### src/rtl/pixel_scan_ctrl_pkg.sv
// Shared constants and FSM encoding for the ISFET pixel scan sequencer.
// The pixel address width is also used by the SPI readout engine.
package pixel_scan_ctrl_pkg;

    localparam int PIX_ADDR_WIDTH  = 8;
    localparam int DEF_PIXEL_NUM   = 16;
    localparam int DEF_ADC_BITS    = 18;
    localparam int DEF_AVG_LOG2    = 2;
    localparam int DEF_DISCARD     = 1;
    localparam int DEF_TIMEOUT_CYC = 4095;

    typedef enum logic [2:0] {
        ST_IDLE = 3'd0,
        ST_ARM  = 3'd1,
        ST_REQ  = 3'd2,
        ST_WAIT = 3'd3,
        ST_PUSH = 3'd4,
        ST_NEXT = 3'd5,
        ST_DONE = 3'd6
    } scan_state_t;

endpackage

### src/rtl/pixel_avg_acc.sv
// Per-pixel sample averager: drops the warm-up conversions, then sums a
// power-of-two number of signed samples and presents their floored mean.
module pixel_avg_acc
    import pixel_scan_ctrl_pkg::*;
#(
    parameter int ADC_BITS = DEF_ADC_BITS,
    parameter int AVG_LOG2 = DEF_AVG_LOG2,
    parameter int DISCARD  = DEF_DISCARD
) (
    input  logic                       clk_ext,
    input  logic                       rst_ext,
    input  logic                       clr,
    input  logic                       en,
    input  logic signed [ADC_BITS-1:0] din,
    output logic                       count_done,
    output logic signed [ADC_BITS-1:0] avg_out
);

    localparam int ACC_W = ADC_BITS + AVG_LOG2;
    localparam int SMP_W = AVG_LOG2 + 1;
    localparam int DSC_W = $clog2(DISCARD + 2);
    localparam logic [SMP_W-1:0] LAST_SMP = SMP_W'((1 << AVG_LOG2) - 1);
    localparam logic [DSC_W-1:0] DSC_LIM  = DSC_W'(DISCARD);

    logic signed [ACC_W-1:0] acc;
    logic [SMP_W-1:0]        smp_cnt;
    logic [DSC_W-1:0]        dsc_cnt;
    logic                    warm;

    assign warm       = (dsc_cnt == DSC_LIM);
    assign count_done = en && warm && (smp_cnt == LAST_SMP);
    // The accumulator is wide enough for 2^AVG_LOG2 full-scale samples, so
    // the arithmetic shift gives the exact floored mean.
    assign avg_out    = ADC_BITS'(acc >>> AVG_LOG2);

    always_ff @(posedge clk_ext) begin
        if (rst_ext || clr) begin
            acc     <= '0;
            smp_cnt <= '0;
            dsc_cnt <= '0;
        end else if (en) begin
            if (!warm) begin
                dsc_cnt <= dsc_cnt + DSC_W'(1);
            end else begin
                acc     <= acc + ACC_W'(din);
                smp_cnt <= smp_cnt + SMP_W'(1);
            end
        end
    end

endmodule

### src/rtl/pixel_scan_ctrl.sv
// Scan sequencer: walks the pixel array through the readout engine, averages
// each pixel's conversions and hands one result per pixel to the UART path.
module pixel_scan_ctrl
    import pixel_scan_ctrl_pkg::*;
#(
    parameter int PIXEL_NUM   = DEF_PIXEL_NUM,
    parameter int ADDR_WIDTH  = PIX_ADDR_WIDTH,
    parameter int ADC_BITS    = DEF_ADC_BITS,
    parameter int AVG_LOG2    = DEF_AVG_LOG2,
    parameter int DISCARD     = DEF_DISCARD,
    parameter int TIMEOUT_CYC = DEF_TIMEOUT_CYC
) (
    input  logic                         clk_ext,
    input  logic                         rst_ext,
    input  logic                         start,
    input  logic                         abort,
    input  logic                         rotate_cfg,
    input  logic                         adc_int_cfg,
    output logic                         busy,
    output logic                         done,
    output logic                         eng_rstb,
    output logic                         pix_rd_ena,
    output logic [ADDR_WIDTH-1:0]        pix_select,
    output logic                         rotate_flag,
    output logic                         adc_int_flag,
    input  logic                         adc_valid,
    input  logic signed [ADC_BITS-1:0]   adc_data,
    output logic                         res_valid,
    input  logic                         res_ready,
    output logic [ADDR_WIDTH-1:0]        res_addr,
    output logic signed [ADC_BITS-1:0]   res_data,
    output logic                         res_err,
    output logic                         err_sticky
);

    localparam int TMO_W = $clog2(TIMEOUT_CYC + 1);
    localparam logic [TMO_W-1:0]      TMO_LAST = TMO_W'(TIMEOUT_CYC - 1);
    localparam logic [ADDR_WIDTH-1:0] LAST_PIX = ADDR_WIDTH'(PIXEL_NUM - 1);

    scan_state_t      state;
    logic             start_q;
    logic             arm_cnt;
    logic [TMO_W-1:0] tmo_cnt;
    logic             acc_en;
    logic             acc_clr;
    logic             last_smp;
    logic             tmo_hit;

    // A timed-out pixel clears the accumulator so its result word reads zero.
    assign acc_en  = (state == ST_WAIT) && adc_valid;
    assign tmo_hit = (state == ST_WAIT) && !adc_valid && (tmo_cnt == TMO_LAST);
    assign acc_clr = (state == ST_REQ) || tmo_hit;

    pixel_avg_acc #(
        .ADC_BITS (ADC_BITS),
        .AVG_LOG2 (AVG_LOG2),
        .DISCARD  (DISCARD)
    ) u_avg_acc (
        .clk_ext    (clk_ext),
        .rst_ext    (rst_ext),
        .clr        (acc_clr),
        .en         (acc_en),
        .din        (adc_data),
        .count_done (last_smp),
        .avg_out    (res_data)
    );

    always_ff @(posedge clk_ext) begin
        if (rst_ext) begin
            state        <= ST_IDLE;
            start_q      <= 1'b0;
            arm_cnt      <= 1'b0;
            tmo_cnt      <= '0;
            busy         <= 1'b0;
            done         <= 1'b0;
            eng_rstb     <= 1'b0;
            pix_rd_ena   <= 1'b0;
            pix_select   <= '0;
            rotate_flag  <= 1'b0;
            adc_int_flag <= 1'b0;
            res_valid    <= 1'b0;
            res_addr     <= '0;
            res_err      <= 1'b0;
            err_sticky   <= 1'b0;
        end else begin
            start_q    <= start;
            done       <= 1'b0;
            pix_rd_ena <= 1'b0;
            if (abort) begin
                state     <= ST_IDLE;
                busy      <= 1'b0;
                eng_rstb  <= 1'b0;
                res_valid <= 1'b0;
            end else begin
                case (state)
                    ST_IDLE: begin
                        eng_rstb <= 1'b0;
                        if (start && !start_q) begin
                            state        <= ST_ARM;
                            busy         <= 1'b1;
                            arm_cnt      <= 1'b0;
                            pix_select   <= '0;
                            rotate_flag  <= rotate_cfg;
                            adc_int_flag <= adc_int_cfg;
                            err_sticky   <= 1'b0;
                        end
                    end
                    ST_ARM: begin
                        if (arm_cnt) begin
                            state      <= ST_REQ;
                            eng_rstb   <= 1'b1;
                            pix_rd_ena <= 1'b1;
                        end else begin
                            arm_cnt <= 1'b1;
                        end
                    end
                    ST_REQ: begin
                        tmo_cnt <= '0;
                        state   <= ST_WAIT;
                    end
                    ST_WAIT: begin
                        if (acc_en) begin
                            tmo_cnt <= '0;
                            if (last_smp) begin
                                state     <= ST_PUSH;
                                eng_rstb  <= 1'b0;
                                res_valid <= 1'b1;
                                res_addr  <= pix_select;
                                res_err   <= 1'b0;
                            end
                        end else if (tmo_hit) begin
                            state      <= ST_PUSH;
                            eng_rstb   <= 1'b0;
                            res_valid  <= 1'b1;
                            res_addr   <= pix_select;
                            res_err    <= 1'b1;
                            err_sticky <= 1'b1;
                        end else begin
                            tmo_cnt <= tmo_cnt + TMO_W'(1);
                        end
                    end
                    ST_PUSH: begin
                        if (res_ready) begin
                            res_valid <= 1'b0;
                            state     <= ST_NEXT;
                        end
                    end
                    ST_NEXT: begin
                        if (pix_select == LAST_PIX) begin
                            state <= ST_DONE;
                            done  <= 1'b1;
                        end else begin
                            pix_select <= pix_select + ADDR_WIDTH'(1);
                            arm_cnt    <= 1'b0;
                            state      <= ST_ARM;
                        end
                    end
                    ST_DONE: begin
                        busy  <= 1'b0;
                        state <= ST_IDLE;
                    end
                    default: state <= ST_IDLE;
                endcase
            end
        end
    end

endmodule

### config.mk
export PLATFORM = sky130hd
export DESIGN_NAME = pixel_scan_ctrl
export DESIGN_NICKNAME = d
export VERILOG_FILES = /design/src/rtl/pixel_scan_ctrl_pkg.sv /design/src/rtl/pixel_avg_acc.sv /design/src/rtl/pixel_scan_ctrl.sv
export SDC_FILE = /design/constraint.sdc
export NUM_CORES = 1
export LEC_CHECK = 0
export ABC_CLOCK_PERIOD_IN_PS = 7800
export CELL_PAD_IN_SITES_DETAIL_PLACEMENT = 0
export CELL_PAD_IN_SITES_GLOBAL_PLACEMENT = 1
export CORE_UTILIZATION = 51
export DETAILED_ROUTE_END_ITERATION = 7
export DONT_BUFFER_PORTS = 1
export PLACE_DENSITY = 0.81
export SLEW_MARGIN = 15
export SYNTH_ARGS = -nofsm -noshare
export SYNTH_HDL_FRONTEND = slang
export SYNTH_SLANG_ARGS = --single-unit
### constraint.sdc
create_clock -name clk_ext -period 7.8 [get_ports clk_ext]
set_clock_uncertainty 0.05 [all_clocks]
set_input_delay 1.56 -clock clk_ext [delete_from_list [all_inputs] [get_ports clk_ext]]
set_output_delay 1.56 -clock clk_ext [all_outputs]
set_load 0.005 [all_outputs]
# [After elaboration in Yosys (flattened, before gate mapping)]
# Index checks and enable logic that the tools add are counted.
# Widths: inputs -> output; s select.
[totals] out_inout_bits=43 rom_bits=0 latchBits=0 n_memories=0 elab_cells=118 mem_bits_rw=0 register_bits=67 inputBits=26
[classes] eq_ne=20 mul=0 div=0 n_mux=37 shift=0 reduce_logical=34 n_bitwise=4 add_sub_neg=5 order_cmp=0
[ops] op="$mux 8" count=5
[ops] op="$mux 12" count=2
[ops] op="$pmux 12 s2" count=1
[ops] op="$mux 3" count=7
[ops] op="$add 20x18->20" count=1
[ops] op="$reduce_and 4->1" count=5
[ops] op="$pmux 3 s6" count=1
[ops] op="$pmux 8 s2" count=1
[ops] op="$mux 1" count=15
[ops] op="$ne 2x2->1 const B" count=7
[ops] op="$add 12x1->12 const B" count=1
[ops] op="$eq 12x12->1 const B" count=1
[ops] op="$reduce_bool 2->1" count=6
[ops] op="$reduce_and 5->1" count=2
[ops] op="$eq 3x2->1 const B" count=3
[ops] op="$eq 3x3->1 const B" count=3
[ops] op="$add 8x1->8 const B" count=1
[ops] op="$eq 8x4->1 const B" count=1
[ops] op="$logic_and 1x1->1" count=6
[ops] op="$ne 3x2->1 const B" count=2
[ops] op="$pmux 1 s2" count=3
[ops] op="$pmux 1 s3" count=2
[ops] op="$reduce_and 2->1" count=3
[ops] op="$reduce_and 3->1" count=2
[ops] op="12 further kinds" count=19

# [Depth between registers and ports, before layout]
[logic_depth] ltp_word=7 mapped_depth=10 mapped_depth_nobuf=9

# [Hierarchy]
# From an unflattened synthesis, not the netlist that was laid out.
[unflattened] cells_unflattened=538 hier_area_um2=4376.7
[by_module_without_submodules] module="pixel_scan_ctrl" area_per_inst_um2=2299.7 cells_per_inst=275 seq_area_each_um2=840.8 n_inst=1
[by_module_without_submodules] module="pixel_avg_acc" area_per_inst_um2=2077.0 cells_per_inst=263 seq_area_each_um2=500.5 n_inst=1

# [Worst setup path before layout]
# No wires, ideal clock.
[synth_timing] kind="input -> register" start="in adc_data[6]" end="reg u_avg_acc.acc[19]" setup_ps=71 n_path_buf=0 cell_stages=8 required_ps=7679 arrival_ps=3562 slack_ps=4117 path_cell_list="ha_1 > a211oi_2 > nor2_1 > o31a_1 > o311a_1 > o31a_1 > or4_1 > a21oi_1"
[synth_between] elab_chain_cells=1
[synth_rtl] element="start, declared" line_no="pixel_scan_ctrl.sv:27" rtl="input logic signed [ADC_BITS-1:0] adc_data,"
[synth_rtl] element="$add 20x18->20" line_no="pixel_avg_acc.sv:45" rtl="acc <= acc + ACC_W'(din);"
[synth_rtl] element="end signal, assigned" line_no="pixel_avg_acc.sv:45"
[synth_rtl] element="end, declared" line_no="pixel_avg_acc.sv:25" rtl="logic signed [ACC_W-1:0] acc;"
# Every way passes these cells.
# A chain may end at the register's enable or synchronous reset.

# [Worst setup path in the final report]
[layout_timing] start="in adc_data[12]" end="reg u_avg_acc.acc[19]"
# Same word-level chain as after synthesis.

==> out/results.ini <==
[run_status]
outcome = finished clean

[synthesis]
synth_warnings = 0
synthTopCellsByArea = dfxtp_1 35%, ha_1 8.1%, nor2_1 6.0%
ys.flop_type = dfxtp_1
postSynthCellCount = 478
seq_area_frac_synth_pct = 34.7
synth_edf_count = 0
synth_top_cell_by_area = dfxtp_1
netlist_area_mm2 = 0.00387
synthTopCellsByCount = 67 x dfxtp_1, 62 x nor2_1, 58 x nand2_1
synth_top_cell_area_share_pct = 34.7
yosysMostFrequentCell = dfxtp_1
syn-mean-instance-area_um2 = 8.09
syn-num-nets = 530
synth-seq-cells = 67
synthArstFlopShare_pct = 0
yosys.cell_types.count = 54

[worst_setup_path]
crit_path_cell_trace = ha_1, a211oi_1, nor2_1, o41ai_1, o21ai_0, o31a_1, or4_1, a21oi_1
crit_path_start_kind = input pin
worst_setup_path_end_kind = flip-flop
cp_num_buf_inv = 0
crit_path_max_incr_delay_ns = 0.46
cp_top_family = compound AO/OA/AOI/OAI gates
worstPathRequired_ns = 8.04
cpMaxStageDelayCell = or4_1
path_max_fanout = 7
r2r-end = res_addr[2]$_SDFFE_PP0P_
r2r_setup_slack_ns = 4.69
reg2reg_from = state[2]$_SDFFE_PP0P_
ff2ff_path_depth = 7
cp.arrival_ns = 3.72
path_class = in2reg

[drt]
met1Wirelength_mm = 3.98
vias_per_cell = 5.65
post_drt_wl_per_cell_um = 14.7
wl_mm = 8.19
drt-initial-drc-count = 111
drcViolationCount = 0
antenna_left = 0
wl_met3_um = 519
vias = 3135
dr.pass1.iters = 4
wl_met2_mm = 3.55
routed.top_layer = met4

[clocking]
cts_resized = 0
cts_tree = done
cts.sinks = 67
insertion_delay_ns = 0.36
path_clk_slew_ns = 0.09
htree_levels = 3
cts_hold_buf = 0
clockRootBuffer = clkbuf_8
cts_buffers = 9
max-clock-path-buffers = 2
cts_setup_buffers = 0

[hold_path]
hold_class = reg2reg
hold_start = u_avg_acc.acc[0]$_SDFFE_PP0N_
hold_path_end = u_avg_acc.acc[0]$_SDFFE_PP0N_
hold_depth = 2

[finish]
seqCellArea_mm2 = 0.00134
diodes = 0
area.growth.synth_to_final_pct = 2.81
final_layout_size_suffix_gt1_share_pct = 5.48
multiInputGateArea_mm2 = 0.00226
nNetsFinal = 503
stdcell_count = 555
fill_cells = 719

[die]
pin_count = 69
die_w_um = 89.1
initial_core_util_pct = 53.1
rows = 31
die_area_mm2 = 0.00794
die_height_um = 89.1
fp.coreArea_mm2 = 0.00729

[placement]
gp_congestion = 0.828
placedCellCount = 539
io_buffers = 0
place_hpwl_mm = 5.85

[timing]
worst_pin_slew_ns = 1.06
min_period_ns = 3.48
max_freq_mhz = 287
hold_viol = 0
fin_crit_sh_pct = 44.7
grt_setup_unrepaired = no
finalSetupViolations = 0
slew_violations = 0
relSlewSlack_pct = 29.5
fin_setup_tns_ns = 0

[global_route]
grt_pass1_vias = 2945
grt_max_degree = 28
overflow = 0
grt_usage_pct = 22.3
grt_pass1_wl_mm = 13.6
antenna_found_initial = 0

[run]
max_cap_viol_count = 0

[pwr]
leakage_nw = 1.51
irDropWorstVdd_v = 0.000126
powerDensity_mw_per_mm2 = 173

-- power breakdown --
group | switching [mW] | internal [mW]
clock | 0.154 | 0.153
combinational | 0.0215 | 0.0131
sequential | 0.00231 | 0.344
total | 0.178 | 0.509
-- logic make-up after synthesis --
logic type / Yosys count / synth area share (%)
and+or+nand+nor: 189 / 23.0
AOI/OAI and AO/OA: 101 / 16.4
DFF: 67 / 34.7
buffers and inverters: 51 / 6.99
xor gates and xnor gates: 30 / 6.79
adders and majority gates: 26 / 8.60
muxes: 14 / 3.62
-- worst min-delay path, delay by kind of cell (launching register included) --
| family | cells | cell delay, ns |
|---|---|---|
| AO/OA/AOI/OAI | 1 | 0.05 |
| flip-flops | 1 | 0.32 |
| AND/OR/NAND/NOR | 1 | 0.05 |
-- layout by cell type, fill, tap and decap left out, types with 4 or more instances in the layout --
cell type and n:
clkbuf_8 9, a21oi_1 39, ha_1 25, nor3_1 9, a211oi_1 10, and3_1 8
nor2_1 62, o31ai_1 4, nand2_1 58, nand4_1 7, nor2b_1 5, inv_1 13
o31a_1 4, xnor2_1 15, nand2b_1 6, o21ai_0 19, nand3_1 12, xor2_1 15
dfxtp_1 67, mux2i_1 14, a31oi_1 4, or2_2 4
-- per-stage QoR --
stage	power, mW	setup slack [ns]	instance area, um2	hold slack [ns]	util [%]
5_1_grt	0.714	4.14	3980	0.445	54.5
2_1_floorplan	0.384	4.12	3870	0.390	-
3_5_place_dp	0.388	3.96	3770	0.407	51.7
6_report	0.687	4.32	3980	0.420	54.5
4_1_cts	0.698	4.33	3980	0.422	54.5
3_3_place_gp	0.388	4.01	3770	0.395	51.7
-- layer usage --
layer,GRT usage (%),vias to the layer above
met2,35.4,71
met3,7.11,12
li1,-,1617
met4,8.51,0
met1,28.3,1435
met5,0,-
-- how the worst max path moves through the flow --
stage	from	endpoint	slack, ns	cells after the start
after detailed placement	adc_data[12]	u_avg_acc.acc[19]$_SDFFE_PP0N_	3.96	8
after CTS	adc_data[12]	u_avg_acc.acc[19]$_SDFFE_PP0N_	4.33	8
after global placement	adc_data[12]	u_avg_acc.acc[19]$_SDFFE_PP0N_	4.01	8
after floorplan	adc_data[6]	u_avg_acc.acc[19]$_SDFFE_PP0N_	4.12	8
final	adc_data[12]	u_avg_acc.acc[19]$_SDFFE_PP0N_	4.32	8
after global routing	adc_data[12]	u_avg_acc.acc[19]$_SDFFE_PP0N_	4.14	8
-- registers in the layout (all words and copies together), names as in the netlist, 2 cells and up --
name	flops
u_avg_acc.acc	20
tmo_cnt	12
pix_select	8
res_addr	8
state	3
u_avg_acc.smp_cnt	3
u_avg_acc.dsc_cnt	2
-- layout make-up --
cell class	instances	share of cell area [%]
clock buffers	9	3.11
flip-flops and latches	67	33.7
multi-input cells	360	56.7
well taps	99	3.11
clock inverters	7	2.08
inverters	13	1.23
Power figures use the tool's default switching activity.
